<file path="src/rtl/tx_frame_ctrl.sv">
// tx_frame_ctrl: frame sequencer for the QPSK transmit path.
// Builds frames of PREAMBLE_LEN alternating +/-AMP symbols, then PAYLOAD_LEN symbols
// from the tx source, then GUARD_LEN zero symbols. Frames leave on a registered
// valid/ready stream, with sof/eof flags registered alongside the data.
module tx_frame_ctrl #(
    parameter int unsigned                  DATA_WIDTH   = 20,
    parameter int unsigned                  PREAMBLE_LEN = 16,
    parameter int unsigned                  PAYLOAD_LEN  = 256,
    parameter int unsigned                  GUARD_LEN    = 8,
    parameter logic signed [DATA_WIDTH-1:0] AMP          = 20'sd131072,
    parameter int unsigned                  CNT_W        = 16
) (
    input  logic                         clk,
    input  logic                         rst_n,
    input  logic                         start,
    input  logic                         cont,
    input  logic                         abort,
    input  logic signed [DATA_WIDTH-1:0] src_i,
    input  logic signed [DATA_WIDTH-1:0] src_q,
    output logic                         src_en,
    output logic signed [DATA_WIDTH-1:0] out_i,
    output logic signed [DATA_WIDTH-1:0] out_q,
    output logic                         out_valid,
    input  logic                         out_ready,
    output logic                         out_sof,
    output logic                         out_eof,
    output logic                         busy,
    output logic [CNT_W-1:0]             frame_cnt
);

    // Last sym_cnt value of each section; sym_cnt shares the frame counter width.
    localparam logic [CNT_W-1:0] PreLast = CNT_W'(PREAMBLE_LEN - 1);
    localparam logic [CNT_W-1:0] PayLast = CNT_W'(PAYLOAD_LEN - 1);
    localparam logic [CNT_W-1:0] GrdLast = CNT_W'(GUARD_LEN - 1);

    typedef enum logic [1:0] {
        StIdle,
        StPreamble,
        StPayload,
        StGuard
    } state_e;

    state_e                         state_q, state_d;
    logic [CNT_W-1:0]               sym_cnt_q, sym_cnt_d;
    logic signed [DATA_WIDTH-1:0]   out_i_q, out_i_d;
    logic signed [DATA_WIDTH-1:0]   out_q_q, out_q_d;
    logic                           out_valid_q, out_valid_d;
    logic                           out_sof_q, out_sof_d;
    logic                           out_eof_q, out_eof_d;
    logic [CNT_W-1:0]               frame_cnt_q, frame_cnt_d;
    logic                           load;

    // Output register may take a new symbol when it is empty or being drained.
    always_comb begin
        load   = (state_q != StIdle) && (!out_valid_q || out_ready);
        // The source advances once per captured payload symbol, never during abort.
        src_en = load && (state_q == StPayload) && !abort;
    end

    // Next-state: sequencing, output register contents and frame counting.
    always_comb begin
        state_d     = state_q;
        sym_cnt_d   = sym_cnt_q;
        out_i_d     = out_i_q;
        out_q_d     = out_q_q;
        out_valid_d = out_valid_q;
        out_sof_d   = out_sof_q;
        out_eof_d   = out_eof_q;
        frame_cnt_d = frame_cnt_q;

        if (abort) begin
            // Abort wins over start and over a same-cycle final guard load.
            state_d     = StIdle;
            sym_cnt_d   = '0;
            out_valid_d = 1'b0;
            out_sof_d   = 1'b0;
            out_eof_d   = 1'b0;
        end else begin
            // Sample drained with nothing new to replace it.
            if (!load && out_ready) begin
                out_valid_d = 1'b0;
                out_sof_d   = 1'b0;
                out_eof_d   = 1'b0;
            end

            unique case (state_q)
                StIdle: begin
                    if (start) begin
                        state_d   = StPreamble;
                        sym_cnt_d = '0;
                    end
                end

                StPreamble: begin
                    if (load) begin
                        out_i_d     = sym_cnt_q[0] ? -AMP : AMP;
                        out_q_d     = AMP;
                        out_valid_d = 1'b1;
                        out_sof_d   = (sym_cnt_q == '0);
                        out_eof_d   = 1'b0;
                        if (sym_cnt_q == PreLast) begin
                            state_d   = StPayload;
                            sym_cnt_d = '0;
                        end else begin
                            sym_cnt_d = sym_cnt_q + CNT_W'(1);
                        end
                    end
                end

                StPayload: begin
                    if (load) begin
                        out_i_d     = src_i;
                        out_q_d     = src_q;
                        out_valid_d = 1'b1;
                        out_sof_d   = 1'b0;
                        out_eof_d   = 1'b0;
                        if (sym_cnt_q == PayLast) begin
                            state_d   = StGuard;
                            sym_cnt_d = '0;
                        end else begin
                            sym_cnt_d = sym_cnt_q + CNT_W'(1);
                        end
                    end
                end

                StGuard: begin
                    if (load) begin
                        out_i_d     = '0;
                        out_q_d     = '0;
                        out_valid_d = 1'b1;
                        out_sof_d   = 1'b0;
                        out_eof_d   = (sym_cnt_q == GrdLast);
                        if (sym_cnt_q == GrdLast) begin
                            frame_cnt_d = frame_cnt_q + CNT_W'(1);
                            sym_cnt_d   = '0;
                            // Continuous mode chains straight into the next preamble.
                            state_d     = cont ? StPreamble : StIdle;
                        end else begin
                            sym_cnt_d = sym_cnt_q + CNT_W'(1);
                        end
                    end
                end

                default: begin
                    state_d   = StIdle;
                    sym_cnt_d = '0;
                end
            endcase
        end
    end

    // State and registered outputs.
    always_ff @(posedge clk or negedge rst_n) begin
        if (!rst_n) begin
            state_q     <= StIdle;
            sym_cnt_q   <= '0;
            out_i_q     <= '0;
            out_q_q     <= '0;
            out_valid_q <= 1'b0;
            out_sof_q   <= 1'b0;
            out_eof_q   <= 1'b0;
            frame_cnt_q <= '0;
        end else begin
            state_q     <= state_d;
            sym_cnt_q   <= sym_cnt_d;
            out_i_q     <= out_i_d;
            out_q_q     <= out_q_d;
            out_valid_q <= out_valid_d;
            out_sof_q   <= out_sof_d;
            out_eof_q   <= out_eof_d;
            frame_cnt_q <= frame_cnt_d;
        end
    end

    assign out_i     = out_i_q;
    assign out_q     = out_q_q;
    assign out_valid = out_valid_q;
    assign out_sof   = out_sof_q;
    assign out_eof   = out_eof_q;
    assign busy      = (state_q != StIdle);
    assign frame_cnt = frame_cnt_q;

    // A stalled sample must stay put until accepted (unless aborted).
    a_stall_stable: assert property (@(posedge clk) disable iff (!rst_n)
        (out_valid_q && !out_ready && !abort) |=>
            (out_valid_q && $stable(out_i_q) && $stable(out_q_q) &&
             $stable(out_sof_q) && $stable(out_eof_q)));

    // The source only advances while payload is being captured.
    a_src_en_payload: assert property (@(posedge clk) disable iff (!rst_n)
        src_en |-> (state_q == StPayload));

    // Abort empties the stream and parks the sequencer.
    a_abort_idle: assert property (@(posedge clk) disable iff (!rst_n)
        abort |=> (!out_valid_q && state_q == StIdle));

endmodule

</file>
<file path="config.mk">
export PLATFORM = sky130hd
export DESIGN_NAME = tx_frame_ctrl
export DESIGN_NICKNAME = d
export VERILOG_FILES = /design/src/rtl/tx_frame_ctrl.sv
export SDC_FILE = /design/constraint.sdc
export NUM_CORES = 1
export LEC_CHECK = 0
export BUFFER_PORTS_ARGS = -buffer_cell sky130_fd_sc_hd__buf_4
export CELL_PAD_IN_SITES_DETAIL_PLACEMENT = 0
export CELL_PAD_IN_SITES_GLOBAL_PLACEMENT = 1
export CORE_MARGIN = 2
export CORE_UTILIZATION = 40
export CTS_CLUSTER_SIZE = 25
export DETAILED_ROUTE_END_ITERATION = 10
export GPL_ROUTABILITY_DRIVEN = 0
export PLACE_DENSITY_LB_ADDON = 0.25
export SYNTH_ARGS = -nofsm -noshare
export SYNTH_HDL_FRONTEND = slang
export SYNTH_SLANG_ARGS = --single-unit
</file>
<file path="constraint.sdc">
create_clock -name clk -period 2.9 [get_ports clk]
set_clock_uncertainty 0.05 [all_clocks]
set_input_delay 0.29 -clock clk [delete_from_list [all_inputs] [get_ports clk]]
set_output_delay 0.29 -clock clk [all_outputs]
set_load 0.05 [all_outputs]
</file>
# Word level (Yosys, flattened, before mapping)
# Cells that the tools add are included.
dict set report totals {
  reg_bits 77
  in_bits 46
}
dict set report op_classes {
  add_sub_neg 2
  n_eq_ne 16
  n_mux 41
  n_bitwise 1
  reduce_logical 19
}
# op count
set ops {}
lappend ops {{16-bit 2-to-1 mux} 8}
lappend ops {{20-bit 2-to-1 mux} 6}
lappend ops {{20-bit case mux with 3 select lines} 2}
lappend ops {{16-bit case mux with 4 select lines} 1}
lappend ops {{16-bit by 1-bit adder with 16-bit output (second input constant)} 2}
lappend ops {{3-bit inequality test (second input constant)} 6}
lappend ops {{16-bit by 3-bit == test with 1-bit output (second input constant)} 1}
lappend ops {{16-bit by 4-bit == test with 1-bit output (second input constant)} 1}
lappend ops {{16-bit by 8-bit == test with 1-bit output (second input constant)} 1}
lappend ops {{16-bit logical NOT} 1}
lappend ops {{2-bit 2-to-1 mux} 8}
lappend ops {{1-bit 2-to-1 mux} 13}
lappend ops {{2-bit case mux with 4 select lines} 1}
lappend ops {{4-bit AND reduction} 2}
lappend ops {{7-bit AND reduction} 1}
lappend ops {{2-bit inequality test (second input constant)} 3}
lappend ops {{5-bit AND reduction} 1}
lappend ops {{2-bit == test (second input constant)} 2}
lappend ops {{1-bit logical AND} 4}
lappend ops {{1-bit case mux with 2 select lines} 2}
lappend ops {{2-bit OR reduction} 2}
lappend ops {{1-bit logical NOT} 3}
lappend ops {{3-bit by 2-bit inequality test with 1-bit output (second input constant)} 1}
lappend ops {{3-bit nonzero test} 1}
lappend ops {{6 further kinds} 6}

# Longest topological paths before layout
dict set report logic_depth {
  word_depth 9
  depth_mapped 8
}

# Worst setup path after synthesis
# No wires, ideal clock.
dict set report synth_path {
  kind {flip-flop to output port}
  from {register out_valid_q (netlist: out_valid)}
  to {output src_en}
  arrival_time_ns 2.142
  required_ns 2.560
  setup_slack_ns 0.418
  path_stages_with_launch 4
  path_buffers 0
  path_cell_list {dfrtp_1 > nor2b_1 > or2_2 > nor3_1}
}
dict set report synth_via {
  elab_chain_cells 5
}
# element line
set synth_rtl {}
lappend synth_rtl {{start: declaration} 47} ;# logic out_valid_q, out_valid_d;
lappend synth_rtl {{start signal: assignment} 168} ;# out_valid_q <= out_valid_d;
lappend synth_rtl {{1-bit logical NOT} 55} ;# load = (state_q != StIdle) && (!out_valid_q || out_ready);
lappend synth_rtl {{1-bit logical OR} 55}
lappend synth_rtl {{1-bit logical AND} 55}
lappend synth_rtl {{1-bit logical AND (2 in a row)} 57} ;# src_en = load && (state_q == StPayload) && !abort;
lappend synth_rtl {{end: declaration} 20} ;# output logic src_en,
# Every way passes these cells.

# Worst setup path after layout
dict set report layout_path {
  from {register sym_cnt_q[13]}
  to {register sym_cnt_q[13]}
}
dict set report layout_via {
  elab_chain_cells 5
}
# element line
set layout_rtl {}
lappend layout_rtl {{start: declaration} 44} ;# logic [CNT_W-1:0] sym_cnt_q, sym_cnt_d;
lappend layout_rtl {{start signal: assignment} 165} ;# sym_cnt_q <= sym_cnt_d;
lappend layout_rtl {{16-bit by 1-bit adder with 16-bit output, or another cell as far along} {105, 121, 139}}
lappend layout_rtl {{16-bit 2-to-1 mux, on equally long branches} {133, 101, 117}}
lappend layout_rtl {{16-bit 2-to-1 mux, on equally long branches} {127, 111, 95}}
lappend layout_rtl {{16-bit case mux with 4 select lines *} 86} ;# unique case (state_q)
lappend layout_rtl {{16-bit 2-to-1 mux *} 71} ;# if (abort) begin
# Mark *: on every way between the ends. The rest lies on a longest branch, timed or not. The select of a mux whose other input is x is not followed.
# A chain may end at the register's enable or synchronous reset.

==> summary.txt <==
Synthesis
  – Syn_area_per_cell: 10.7 um2
  – Largest area contributor in the netlist: dfrtp_1
  – Most frequent cell after synthesis: dfrtp_1
  – Synth Instances: 342
  – Area share of the largest cell type after synthesis: 52.5%
  – Commonest cells in the netlist: dfrtp_1 (77), a22o_1 (36), nand2_1 (27)
  – Post-synth cell types: 53
  – Syn Std Cell Area: 3670 um2
  – #FFs+latches synth: 77
  – Synth Net Count: 396
  – Ys async rst share: 100%
  – Most common flop cell mapped by yosys: dfrtp_1
  – Seq/Total Area, Yosys: 52.5%
  – Synth top area cells: dfrtp_1 (52%), a22o_1 (8.6%), nand2_1 (2.8%)
  – Post-synth EDFFs: 0
  – Yosys warns: 0

Detailed routing
  – DRC Markers: 0
  – Drt total wl: 8880 um
  – Via Count: 2985
  – Pre-antenna DRT Iters: 4
  – Routed vias/inst: 5.34
  – Antenna Violating Nets Remaining: 0
  – DR iter-0 viols: 102
  – Routed length per placed instance: 15.9 um

Timing
  – Worst-Margin Slew: 0.970 ns
  – Post-route clock period utilization: 85.6%
  – Slew Viols, Final: 0
  – Fmax: 403 MHz
  – Fin crit period: 2.48 ns
  – Unrepaired setup endpoints after global routing: false
  – Final Hold Vio Count: 0
  – Setup ws final: 0.418 ns
  – Hold Slack: 0.0181 ns
  – Slew HR: 35.3%
  – Setup TNS: 0 ns
  – Final setup viols: 0

Die
  – I/O pin cnt: 107
  – Core area: 8810 um2
  – Die X: 99.8 um
  – Initial Utilization: 41.7%
  – Total die area: 9970 um2
  – Die Ht: 99.8 um
  – Site row count: 34

CTS
  – Clock sinks: 77
  – Worst-Skew Late Latency: 0.34 ns
  – Post_cts resized: 0
  – CTS tree: yes
  – Root buf cell: clkbuf_8
  – Worst-path clk slew: 0.08 ns
  – Post-CTS Setup Bufs: 0
  – CTS H-tree lvls: 3
  – Hold Buf Count CTS: 0
  – CTS Buf Count: 9
  – Clock tree buffer depth: 2

Worst hold path
  – Hold/Removal Path Class: input pin to asynchronous set/reset pin

Outcome
  – Outcome: finished, final reports clean

Layout
  – Utilization after layout: 54.1%
  – ANT cells: 0
  – Layout cell share with drive strength beyond 1: 31.7%
  – P&R area growth vs syn: 29.8%
  – Final #Nets: 501

Global route
  – First-pass GRT wire length: 14500 um
  – Vias in the first global route: 2870
  – Total track usage: 18.3%
  – Largest net degree at the start of global routing: 78
  – Global routing usage on met2: 26.2%
  – GRT Max-Usage Layer: met1
  – Met1 usage: 27.1%
  – GRT overflow: 0
  – Initial antenna violation count: 0
  – Met3 usage: 3.48%

Worst setup path
  – Worst R2R End: sym_cnt_q[13]$_DFFE_PN0P_
  – CP Launch Type: flop
  – Crit path DAT: 2.64 ns
  – Worst setup EP type: flop
  – Worst EP required: 3.06 ns
  – Critical path peak fanout: 7
  – Register-to-Register Path Depth: 5
  – Crit Path Category: flop to flop
  – R2R Setup Slk: 0.42 ns
  – RR Startpoint: sym_cnt_q[13]$_DFFE_PN0P_

Power and ir drop
  – Maximum vdd drop: 359 uV
  – Leakage power: 2.28 nW
  – Power Density: 718 nW/um2

Placed design
  – DP HPWL: 6140 um
  – Pre-CTS setup slack: 0.399 ns
  – Port buffer count: 106

Job
  – Max-cap check violation count: 0
## where the power goes
part	leakage [nW]	switching [mW]	internal, mW
registers	1.05	0.0739	1.19
logic	1.13	0.928	0.442
clock network	0.0886	0.397	0.396
total	2.28	1.40	2.03
## placed cells by master (no fill, tap or decap), types with 2 or more instances in the layout
cell        synthesis  layout
nand4b_1            3       3
clkinv_4            0       2
o21ai_0            10      10
a22o_1             36      36
a221oi_1            2       2
nor3_1              8       7
clkbuf_8            0       9
nor2_1             23      23
or3_1               4       4
nand4_1             8       8
or4_4               2       2
a21oi_1             7       7
dfrtp_1            77      77
and2_1              3       3
a221o_1             2       2
inv_1              16      16
o2111ai_1           4       4
xor2_1              9       9
nand2b_1            6       6
ha_1                8       8
xnor2_1             6       6
o211ai_1            5       5
buf_4               0     110
clkinvlp_4          0       2
o41ai_4             2       2
nor3_2              1       2
o22ai_1             3       3
o21a_1              2       2
nor4_1              2       2
or2_2               7       7
nand3_1            15      15
mux2i_1             3       3
nand2_1            27      27
and4_1              4       4
## routing by layer
| layer | up-vias | wire (um) |
|---|---|---|
| li1 | 1471 | - |
| met1 | 1403 | 4440 |
| met5 | - | 0 |
| met3 | 13 | 531 |
| met4 | 0 | 156 |
| met2 | 98 | 3760 |
## through the flow
stage               total power, mW  cells  instance area, um2
global route                   3.62    559                4770
finish                         3.43    559                4770
detailed placement             2.66    544                4580
CTS                            3.46    559                4770
global placement               2.65    544                4580
floorplan                      2.23    342                3670
## sequential cells by signal (all words and copies together), names as in the netlist
| signal | flops |
|---|---|
| sym_cnt_q | 16 |
| frame_cnt | 16 |
| out_i | 20 |
| out_valid | 1 |
| out_eof | 1 |
| out_sof | 1 |
| out_q | 20 |
| state_q | 2 |
## area by class of cell
| cell class | instances | area [um2] |
|---|---|---|
| Clock buffer | 10 | 128 |
| Clock inverter | 5 | 62.6 |
| Fill cell | 798 | 4040 |
| Inverter | 16 | 60.1 |
| Multi-Input combinational cell | 233 | 1630 |
| Sequential cell | 77 | 1930 |
| Tap cell | 108 | 135 |
| Timing Repair Buffer | 110 | 826 |
## critical path, stage by stage (launching register included)
cell,delay [ns]
dfrtp_1,0.45
or4_4,0.62
o41ai_2,0.47
nor2_1,0.23
o21ai_2,0.39
o211ai_1,0.15
## kinds of logic (layout without fill, tap and decap cells)
| kind of cell | Yosys count | after routing | share of synthesized area [%] |
|---|---|---|---|
| muxes | 4 | 4 | 1.12 |
| AOI/OAI and AO/OA | 87 | 87 | 19.8 |
| adders and majority gates | 8 | 8 | 2.72 |
| DFF | 77 | 77 | 52.5 |
| xor gates and xnor gates | 15 | 15 | 3.58 |
| and+or+nand+nor | 119 | 119 | 17.1 |
| buffers and inverters | 32 | 141 | 3.30 |
## worst max-delay path by stage
stage	startpoint	to	slack [ns]	cells after the start
6_report	sym_cnt_q[13]$_DFFE_PN0P_	sym_cnt_q[13]$_DFFE_PN0P_	0.42	5
3_5_place_dp	state_q[0]$_DFFE_PN0P_	out_i[18]$_DFFE_PN0P_	0.40	7
3_3_place_gp	state_q[0]$_DFFE_PN0P_	sym_cnt_q[4]$_DFFE_PN0P_	0.45	6
2_1_floorplan	out_valid$_DFF_PN0_	src_en	0.42	3
4_1_cts	state_q[0]$_DFFE_PN0P_	out_i[18]$_DFFE_PN0P_	0.38	7
5_1_grt	state_q[0]$_DFFE_PN0P_	sym_cnt_q[4]$_DFFE_PN0P_	0.20	6
No activity file was read; power rests on OpenSTA's default activity.
